[src/rtl/muldiv_pkg.sv]
// rtl/muldiv_pkg.sv - shared types and constants for the RV32M multiply/divide unit
package muldiv_pkg;

   localparam int MULDIV_DATA_WIDTH  = 32;
   localparam int MULDIV_CALC_CYCLES = MULDIV_DATA_WIDTH;

   typedef enum logic [2:0] {
      OP_MUL    = 3'd0,
      OP_MULH   = 3'd1,
      OP_MULHSU = 3'd2,
      OP_MULHU  = 3'd3,
      OP_DIV    = 3'd4,
      OP_DIVU   = 3'd5,
      OP_REM    = 3'd6,
      OP_REMU   = 3'd7
   } muldiv_op_e;

   typedef enum logic [2:0] {
      IDLE = 3'd0,
      PREP = 3'd1,
      CALC = 3'd2,
      FIX  = 3'd3,
      DONE = 3'd4
   } muldiv_state_e;

endpackage

[src/rtl/muldiv_unit.sv]
// rtl/muldiv_unit.sv - iterative RV32M multiply/divide unit with register-file writeback
module muldiv_unit
   import muldiv_pkg::*;
#(
   parameter int DATA_WIDTH = MULDIV_DATA_WIDTH,
   parameter int ADR_WIDTH  = 5
) (
   input  logic                  clk_i,
   input  logic                  rst_i,
   input  logic                  start_i,
   input  logic [2:0]            op_i,
   input  logic [DATA_WIDTH-1:0] a_i,
   input  logic [DATA_WIDTH-1:0] b_i,
   input  logic [ADR_WIDTH-1:0]  rd_i,
   input  logic                  flush_i,
   output logic                  busy_o,
   output logic                  done_o,
   output logic [DATA_WIDTH-1:0] result_o,
   output logic [ADR_WIDTH-1:0]  rd_o,
   output logic                  we_o
);

   localparam int CNT_W = $clog2(DATA_WIDTH);
   localparam logic [CNT_W-1:0] LAST_ITER = CNT_W'(DATA_WIDTH - 1);
   localparam logic [DATA_WIDTH-1:0] MIN_INT = {1'b1, {(DATA_WIDTH-1){1'b0}}};

   muldiv_state_e           state;
   muldiv_op_e              op_q;
   logic [DATA_WIDTH-1:0]   a_q, b_q, hi, lo;
   logic                    a_neg, b_neg;
   logic [ADR_WIDTH-1:0]    rd_q;
   logic [CNT_W-1:0]        cnt;

   logic                    sign_a, sign_b, is_div;
   logic [DATA_WIDTH-1:0]   mag_a, mag_b;
   logic                    special;
   logic [DATA_WIDTH-1:0]   special_val;
   logic [DATA_WIDTH:0]     mul_sum, div_sh, div_diff;
   logic [2*DATA_WIDTH-1:0] prod_fix;
   logic [DATA_WIDTH-1:0]   quo_fix, rem_fix, fix_val;

   always_comb begin
      sign_a = op_q inside {OP_MUL, OP_MULH, OP_MULHSU, OP_DIV, OP_REM};
      sign_b = op_q inside {OP_MUL, OP_MULH, OP_DIV, OP_REM};
      is_div = op_q inside {OP_DIV, OP_DIVU, OP_REM, OP_REMU};
      mag_a  = (sign_a && a_q[DATA_WIDTH-1]) ? -a_q : a_q;
      mag_b  = (sign_b && b_q[DATA_WIDTH-1]) ? -b_q : b_q;
   end

   // Divide-by-zero and signed overflow are resolved from the raw request in IDLE.
   always_comb begin
      special     = 1'b0;
      special_val = '0;
      if (op_i[2]) begin
         if (b_i == '0) begin
            special     = 1'b1;
            special_val = op_i[1] ? a_i : '1;
         end else if (!op_i[0] && a_i == MIN_INT && b_i == '1) begin
            special     = 1'b1;
            special_val = op_i[1] ? '0 : a_i;
         end
      end
   end

   // hi:lo is the product register for multiply and the remainder:quotient pair for divide.
   always_comb begin
      mul_sum  = {1'b0, hi} + (lo[0] ? {1'b0, a_q} : '0);
      div_sh   = {hi, lo[DATA_WIDTH-1]};
      div_diff = div_sh - {1'b0, b_q};
   end

   always_comb begin
      prod_fix = (a_neg ^ b_neg) ? -{hi, lo} : {hi, lo};
      quo_fix  = (a_neg ^ b_neg) ? -lo : lo;
      rem_fix  = a_neg ? -hi : hi;
      case (op_q)
         OP_MUL:                       fix_val = prod_fix[DATA_WIDTH-1:0];
         OP_MULH, OP_MULHSU, OP_MULHU: fix_val = prod_fix[2*DATA_WIDTH-1:DATA_WIDTH];
         OP_DIV, OP_DIVU:              fix_val = quo_fix;
         default:                      fix_val = rem_fix;
      endcase
   end

   always_ff @(posedge clk_i or posedge rst_i) begin
      if (rst_i) begin
         state    <= IDLE;
         op_q     <= OP_MUL;
         a_q      <= '0;
         b_q      <= '0;
         hi       <= '0;
         lo       <= '0;
         a_neg    <= 1'b0;
         b_neg    <= 1'b0;
         rd_q     <= '0;
         cnt      <= '0;
         busy_o   <= 1'b0;
         done_o   <= 1'b0;
         we_o     <= 1'b0;
         result_o <= '0;
         rd_o     <= '0;
      end else begin
         done_o <= 1'b0;
         we_o   <= 1'b0;
         if (flush_i) begin
            state  <= IDLE;
            busy_o <= 1'b0;
            cnt    <= '0;
         end else begin
            case (state)
               IDLE: begin
                  if (start_i) begin
                     op_q   <= muldiv_op_e'(op_i);
                     a_q    <= a_i;
                     b_q    <= b_i;
                     rd_q   <= rd_i;
                     busy_o <= 1'b1;
                     if (special) begin
                        result_o <= special_val;
                        rd_o     <= rd_i;
                        done_o   <= 1'b1;
                        we_o     <= (rd_i != '0);
                        state    <= DONE;
                     end else begin
                        state <= PREP;
                     end
                  end
               end
               PREP: begin
                  a_neg <= sign_a && a_q[DATA_WIDTH-1];
                  b_neg <= sign_b && b_q[DATA_WIDTH-1];
                  a_q   <= mag_a;
                  b_q   <= mag_b;
                  hi    <= '0;
                  lo    <= is_div ? mag_a : mag_b;
                  cnt   <= '0;
                  state <= CALC;
               end
               CALC: begin
                  if (is_div) begin
                     if (!div_diff[DATA_WIDTH]) begin
                        hi <= div_diff[DATA_WIDTH-1:0];
                        lo <= {lo[DATA_WIDTH-2:0], 1'b1};
                     end else begin
                        hi <= div_sh[DATA_WIDTH-1:0];
                        lo <= {lo[DATA_WIDTH-2:0], 1'b0};
                     end
                  end else begin
                     hi <= mul_sum[DATA_WIDTH:1];
                     lo <= {mul_sum[0], lo[DATA_WIDTH-1:1]};
                  end
                  if (cnt == LAST_ITER) begin
                     cnt   <= '0;
                     state <= FIX;
                  end else begin
                     cnt <= cnt + 1'b1;
                  end
               end
               FIX: begin
                  result_o <= fix_val;
                  rd_o     <= rd_q;
                  done_o   <= 1'b1;
                  we_o     <= (rd_q != '0);
                  state    <= DONE;
               end
               DONE: begin
                  busy_o <= 1'b0;
                  state  <= IDLE;
               end
               default: begin
                  busy_o <= 1'b0;
                  state  <= IDLE;
               end
            endcase
         end
      end
   end

endmodule

[config.mk]
export PLATFORM = sky130hd
export DESIGN_NAME = muldiv_unit
export DESIGN_NICKNAME = d
export VERILOG_FILES = /design/src/rtl/muldiv_pkg.sv /design/src/rtl/muldiv_unit.sv
export SDC_FILE = /design/constraint.sdc
export NUM_CORES = 1
export LEC_CHECK = 0
export ABC_AREA = 1
export BUFFER_PORTS_ARGS = -buffer_cell sky130_fd_sc_hd__clkbuf_2
export CORE_MARGIN = 4
export CORE_UTILIZATION = 24
export CTS_CLUSTER_DIAMETER = 80
export CTS_CLUSTER_SIZE = 25
export DETAILED_ROUTE_END_ITERATION = 16
export PLACE_DENSITY = 0.37
export RECOVER_POWER = 50
export SLEW_MARGIN = 20
export SYNTH_ARGS = -nofsm -noshare
export SYNTH_HDL_FRONTEND = slang
export SYNTH_SLANG_ARGS = --single-unit
[constraint.sdc]
create_clock -name clk_i -period 6.7 [get_ports clk_i]
set_input_delay 0.67 -clock clk_i [delete_from_list [all_inputs] [get_ports clk_i]]
set_output_delay 0.67 -clock clk_i [all_outputs]
set_load 0.005 [all_outputs]
; ---- Word level (Yosys, flattened, before mapping)
; Cells that the tools add are included.
; W data, S select, Z words.
[word_totals]
input_bits = 76
mem_bits_rw = 0
out_inout_bits = 40
wordCells = 121
latchBits = 0
mem_count = 0
romBits = 0
register_bits = 186
[op_classes]
mux = 51
eq_ne = 18
div = 0
bitwise = 2
reduce_logical = 27
multipliers = 0
shift = 0
n_lt_le_gt_ge = 0
n_addsub = 8
[ops]
columns = cell, n
row1 = $mux W32, 18
row2 = $pmux W32 S2, 5
row3 = $neg A32 Y32, 4
row4 = $pmux W32 S3, 1
row5 = $eq A32 B32 Y1 const B, 2
row6 = $mux W64, 1
row7 = $neg A64 Y64, 1
row8 = $add A32 B32 Y33, 1
row9 = $sub A33 B32 Y33, 1
row10 = $logic_not A32 Y1, 1
row11 = $mux W5, 4
row12 = $pmux W5 S2, 2
row13 = $reduce_bool A5 Y1, 3
row14 = $eq A3 B2 Y1 const B, 4
row15 = $eq A3 B3 Y1 const B, 4
row16 = $mux W1, 12
row17 = $mux W3, 4
row18 = $pmux W3 S4, 1
row19 = $reduce_and A2 Y1, 4
row20 = $reduce_bool A4 Y1, 2
row21 = $eq A3 B1 Y1 const B, 2
row22 = $logic_not A3 Y1, 2
row23 = $ne A3 B3 Y1 const B, 2
row24 = $pmux W1 S2, 3
row25 = other kinds (14), 22

; ---- Logic depth before layout (Yosys ltp)
; Gate-level depths: netlist of the first run.
[logic_depth]
depth_word = 10
mapped_depth = 20
mapped_depth_nobuf = 19

; ---- Worst setup path after synthesis of the first run
; No wires, ideal clock.
[synth_timing]
path_type = register to register
start = register lo[0]
end = register hi[21]
period_less_slack_ns = 2.625
arrival_time_ns = 2.508
required_ns = 6.583
stages_incl_launch_ff = 20
setup_slack_ns = 4.075
path_buffers = 2
setup_time_ns = 0.117
path_cell_list = dfrtp_1 > buf_2 > buf_1 > nand2_1 > inv_1 > ha_1 > inv_1 > fa_1 > o21ai_0 > nand2_1 > nand2_1 > nand3_1 > nand2_1 > nand2_1 > nand3_1 > nand3_1 > nand2_1 > inv_1 > nand2_1 > nand2_1
[synth_between]
elab_chain_len = 4
[synth_lines]
columns = item, line
row1 = start: declaration, muldiv_unit.sv:29  ; logic [DATA_WIDTH-1:0] a_q, b_q, hi, lo;
row2 = start signal: assignment, muldiv_unit.sv:134  ; lo <= is_div ? mag_a : mag_b;
row3 = start signal: assignment, muldiv_unit.sv:142  ; lo <= {lo[DATA_WIDTH-2:0], 1'b1};
row4 = start signal: assignment, muldiv_unit.sv:145  ; lo <= {lo[DATA_WIDTH-2:0], 1'b0};
row5 = $mux W32, muldiv_unit.sv:67  ; mul_sum = {1'b0, hi} + (lo[0] ? {1'b0, a_q} : '0);
row6 = $add A32 B32 Y33, muldiv_unit.sv:67
row7 = $mux W32, muldiv_unit.sv:139  ; if (is_div) begin
row8 = $pmux W32 S2, muldiv_unit.sv:109  ; case (state)
row9 = end signal: assignment, muldiv_unit.sv:141  ; hi <= div_diff[DATA_WIDTH-1:0];
row10 = end signal: assignment, muldiv_unit.sv:144  ; hi <= div_sh[DATA_WIDTH-1:0];
row11 = end signal: assignment, muldiv_unit.sv:148  ; hi <= mul_sum[DATA_WIDTH:1];
row12 = end: declaration, muldiv_unit.sv:29
; No other way between the ends.
; A chain may end at the register's enable or synchronous reset.

==> results.toml, run 1 <==
[outcome]
status = "complete, but fails checks"
violations = "max-capacitance violations, max-slew violations"

[grt]
antenna_found_initial = 3
grt.total_usage_pct = 24.2
first_global_vias = 22196
grt_pass1_wl_mm = 159
overflow = 0
grt_max_degree = 96

[routing]
vias_per_cell = 5.05
post-route-drc-count = 0
drt_iter0_markers = 2333
postRouteAntennaNets = 0
drt-total-wl_mm = 110
dr_total_vias = 23178
first_pass_iters = 6
wl_per_cell_um = 23.9

[clocking]
cts_buffers = 17
root_buffer = "clkbuf_16"
ctsResizeCount = 0
cts.clk_slew.worst_paths_ns = 0.10
post_cts_buffers = 0
cts-hold-fix-buffers = 0
cts_tree = "done"
clk_latency_ns = 0.50
cts.sinks = 186
cts_buffer_depth = 2
htreeDepth = 4

[cells_and_area]
fin_nets = 3651
syn2layout_area_growth_pct = 10.6
final_common_cell = "nand2_1"
final_cell_mix = "nand2_1, inv_1, nor2_1"
layout-drive-gt1-share_pct = 6.80
num_antenna_cells = 0
fin_area_um2 = 22200

[synthesis]
yosys.area_share.simple_pct = 41.8
avgSynthCellArea_um2 = 5.79
yosysUniqueCellTypes = 58
mappedNetlistArea_um2 = 20100
synthXorXnorAreaFrac_pct = 2.49
synth_edf_count = 0
yosys_warnings = 0
synth_top_family_by_area = "simple AND/OR/NAND/NOR gates"
synth_fp_nets = 3611
yosys.area_share.adder_pct = 4.57
synth-compound-area-share_pct = 15.8
synth_seq_area_share_pct = 23.2
ys.flop_type = "dfrtp_1"
syn-instance-count = 3463
async_flop_share_pct = 100
synth_seq_cells = 186
synth_mux_area_share_pct = 0.0499

[sta]
clock.fmax_ghz = 0.220
finalSetupViolCount = 0
slew_violations = 124
setup_slack_ns = 2.15
fin_skew_ns = 0.0279
hold_ws_ns = 0.405
slew_headroom_pct = -225
fin_setup_tns_ns = 0
worst_slew_pin_slew_ns = 4.85
post-route-min-period_ns = 4.55
rsz0062_at_grt = "false"
finalCritPeriodShare_pct = 67.9
hold_viol_final = 0

[floorplan]
num_io_pins = 116
design.core.area_um2 = 82500
die_h_um = 297
die_w_um = 297
die_area_um2 = 88300
placementRows = 105
initial_utilization_pct = 24.3

[critical_path]
crit_path_max_incr_delay_ns = 2.68
crit_end = "hi[4]"
cp-start-kind = "input port"
critical_path.startpoint = "rst_i"
reg2reg_to = "lo[21]"
reg2reg_depth = 15
reg2reg_slack_ns = 2.89
critical_path_class = "in2async"
worstSetupEndpointType = "async pin"
cp.required_ns = 7.00
crit_chain = "clkbuf_2, clkinvlp_2, clkbuf_1"
worstPathArrival_ns = 4.85
cp_slowest_cell = "clkinvlp_2"
r2r_start = "state[2]"
critPathMaxFanout = 95

[place]
place.gp.congestion = 0.884
port_buffers = 115
dp_hpwl_mm = 87.3
dp_slack_ns = 2.68
dpl_cell_area_um2 = 21600

[power_and_ir_drop]
power_frac_seq_pct = 20.2
netSwitchingPower_mw = 8.16
p_int_mw = 4.66
ir_worst_vdd_uv = 182
swShare_pct = 63.6
clock_power_share_pct = 8.9
power_mw = 12.8
pwr-share-comb_pct = 70.8
p_leak_nw = 11.0
cellPowerDensity_nw_per_um2 = 578

[flow_run]
drv_cap = 2

[worst_hold_path]
hold_class = "in2reg"
hp-start = "rd_i[3]"
-- logic make-up (layout without fill, tap and decap cells) --
kind of cell | Yosys count | after routing
and+or+nand+nor | 1985 | 1985
buffers and inverters | 603 | 656
AOI/OAI and AO/OA | 559 | 559
DFF | 186 | 186
adders and majority gates | 72 | 72
xor gates and xnor gates | 57 | 57
muxes | 1 | 1
-- worst min path at each step --
| stage | slack (ns) | cells past startpoint | to |
|---|---|---|---|
| floorplan | 0.46 | 2 | lo[1] |
| global placement | 0.47 | 2 | result_o[30] |
| detailed placement | 0.47 | 2 | result_o[30] |
| CTS | 0.31 | 2 | rd_q[1] |
| global route | 0.38 | 3 | rd_q[2] |
| finish | 0.40 | 3 | rd_q[3] |
-- registers in the layout (all words and copies together), names as in the netlist --
name and count:
state 3, we_o 1, result_o 32, a_neg 1
lo 32, hi 32, b_neg 1, done_o 1
busy_o 1, rd_o 5, a_q 32, rd_q 5
op_q 3, cnt 5, b_q 32
-- power by group through the flow --
stage	combinational, mW	sequential [mW]	clock (mW)
global placement	9.05	2.61	0
global route	10.0	2.64	1.21
detailed placement	8.96	2.60	0
finish	9.09	2.60	1.15
CTS	9.00	2.58	1.17
floorplan	6.12	2.02	0
-- cell usage after synthesis, types with 5 or more instances --
library cell	instances	area share, %
xor2_1	44	1.9
nand3b_1	17	0.64
xnor2_1	13	0.57
ha_1	70	4.4
o21ai_0	202	5.0
dfrtp_1	186	23
nor2_1	403	7.5
nor3_1	28	0.70
o21bai_1	13	0.49
nand4_1	36	1.1
clkbuf_1	56	1.0
buf_2	34	0.85
or2_2	11	0.34
and2_1	7	0.22
o2111ai_1	5	0.22
buf_6	8	0.45
a22oi_1	11	0.41
o221ai_1	13	0.57
o21ai_1	24	0.60
nor2_2	14	0.44
nand2_2	19	0.59
nor3_2	5	0.25
o211ai_1	45	1.7
nand3_1	373	9.3
a21oi_1	172	4.3
a31oi_1	15	0.47
buf_1	17	0.32
inv_2	17	0.32
nand2_1	1051	20
inv_1	462	8.6
nor2_4	6	0.34
o22ai_1	37	1.2
-- per-layer routing --
layer	vias up	track usage, %	wire length, um
li1	11282	-	-
met1	11219	34.7	52900
met2	603	39.4	50300
met3	74	2.54	4460
met4	0	4.89	2060
met5	-	0	0
-- layout make-up --
| type | count | area, um2 |
|---|---|---|
| Sequential cell | 186 | 4660 |
| Clock inverter | 15 | 190 |
| Timing Repair Buffer | 143 | 751 |
| Clock buffer | 17 | 425 |
| Tap cell | 1070 | 1340 |
| Inverter | 481 | 1810 |
| Multi-Input combinational cell | 2674 | 13000 |
| Fill cell | 9630 | 60300 |
-- worst max-delay path, delay by kind of cell --
family	cells	cell delay [ns]
buf+inv	3	4.07
-- through the flow --
step | utilization [%] | cells
6_report | 26.9 | 4586
5_1_grt | 26.9 | 4586
4_1_cts | 26.9 | 4586
3_5_place_dp | 26.2 | 4554
3_3_place_gp | 26.2 | 4554
2_1_floorplan | - | 3463
Power figures use the tool's default switching activity.
==> run 2: changes to the inputs <==
Clock period 6.7 ns to 4.7 ns, I/O delays scaled along.
==> run 2 against run 1 <==
  * The run still ends with max-capacitance violations, max-slew violations left
  * Critical path type is now reg2reg
  * Power is 42% higher
  * Sequential share of layout area decreased by 0.078 points
  * Routed wire length shrank 1.6%
  * Critical path depth increased by 11
  * Setup slack got worse by 0.87 ns
  * Global-route usage shrank 0.41 points
==> results.toml, run 2 (synthesis gave the netlist of run 1 again) <==
[outcome]
status = "complete, but fails checks"
violations = "max-capacitance violations, max-slew violations"

[grt]
grt.total_usage_pct = 23.8
antenna_found_initial = 1
first_global_vias = 21748
grt_max_degree = 93
overflow = 0
grt_pass1_wl_mm = 156

[sta]
slew_violations = 189
finalSetupViolCount = 0
fin_setup_tns_ns = 0
worst_slew_pin_slew_ns = 3.36
fin_skew_ns = 0.0319
hold_viol_final = 0
clock.fmax_ghz = 0.293
post-route-min-period_ns = 3.42
finalCritPeriodShare_pct = 72.7
slew_headroom_pct = -124
rsz0062_at_grt = "false"
hold_ws_ns = 0.205

[critical_path]
critPathMaxFanout = 19
r2r_start = "lo[0]"
worstSetupEndpointType = "flip-flop"
cp.required_ns = 5.13
critical_path.startpoint = "lo[0]"
cp-start-kind = "flip-flop"
worstPathArrival_ns = 3.85
critical_path_class = "reg2reg"

[clocking]
cts_buffer_depth = 2
ctsResizeCount = 0
htreeDepth = 4
cts_buffers = 17
cts_tree = "done"
cts.sinks = 186
root_buffer = "clkbuf_16"
clk_latency_ns = 0.51
post_cts_buffers = 0
cts.clk_slew.worst_paths_ns = 0.09
cts-hold-fix-buffers = 0

[cells_and_area]
final_common_cell = "nand2_1"
final_cell_mix = "nand2_1, inv_1, nor2_1"
multi_input_area_um2 = 13000
fin_cells = 4596
fillers = 9620
seq_area_um2 = 4660
fin_nets = 3661
syn2layout_area_growth_pct = 11.0
num_antenna_cells = 0
layout-drive-gt1-share_pct = 7.40

[power_and_ir_drop]
cellPowerDensity_nw_per_um2 = 817
ir_worst_vdd_uv = 291
p_leak_nw = 11.1

[floorplan]
placementRows = 105
die_area_um2 = 88300
die_w_um = 297
die_h_um = 297
initial_utilization_pct = 24.3
num_io_pins = 116
design.core.area_um2 = 82500

[place]
place_inst = 4564
place.gp.congestion = 0.911
port_buffers = 115
dp_hpwl_mm = 87.3

[routing]
drt-total-wl_mm = 108
wl_per_cell_um = 23.5
dr_total_vias = 23053
drt_iter0_markers = 2153
post-route-drc-count = 0
vias_per_cell = 5.02
postRouteAntennaNets = 0
first_pass_iters = 6

[worst_hold_path]
hold_class = "in2reg"
hp-start = "rd_i[3]"

[flow_run]
drv_cap = 3
==> run 2: path summary, 6_finish.rpt <==
check	slack, ns	cells after the start	end
setup / recovery	1.28	14	hi[13]
min in group asynchronous	0.90	3	cnt[4]
hold / removal	0.20	3	rd_q[3]
hold reg to reg	0.49	2	result_o[4]
setup reg to reg	1.28	14	hi[13]
max in group asynchronous	1.48	3	b_q[14]
==> run 2: layout make-up <==
type | count | area share [%]
tap | 1070 | 6.01
sequential | 186 | 20.9
clock inverter | 15 | 0.792
timing repair buffer | 153 | 3.76
multi-input combinational | 2674 | 58.5
inverter | 481 | 8.12
clock buffer | 17 | 1.91
==> run 2: worst max-delay path, cell delays in order (launching register included) <==
cell     delay [ns]
dfrtp_1        0.73
nand2_1        0.14
inv_1          0.08
ha_1           0.17
inv_1          0.06
fa_1           0.44
o21ai_0        0.60
nand2_1        0.10
nand2_1        0.15
nand3_1        0.11
nand2_1        0.16
nand2_1        0.07
a31oi_1        0.34
o21ai_1        0.13
nand2_1        0.08
==> run 2: metal layers <==
layer  global-route usage (%)  share of wire (%)
met2                     38.0                 45
met5                        0                  0
met1                     34.6                 49
met3                     2.16                4.0
met4                     5.67                2.2
==> run 2: power breakdown <==
group	switching, mW	total [mW]	internal [mW]	leakage (nW)
Combinational	9.25	13.0	3.72	8.51
Sequential	1.37	3.62	2.25	2.32
Clock	0.835	1.60	0.766	0.294
==> run 2: per-stage QoR <==
step                      total power, mW  setup WS [ns]  util [%]  instance area (um2)
after global placement               16.6           1.31      26.3                21700
final                                18.2           1.28      27.0                22300
after global routing                 19.7          0.923      27.0                22300
after detailed placement             16.5           1.29      26.3                21700
after floorplan                      11.6           1.84         -                20100
after CTS                            18.1           1.28      27.0                22300
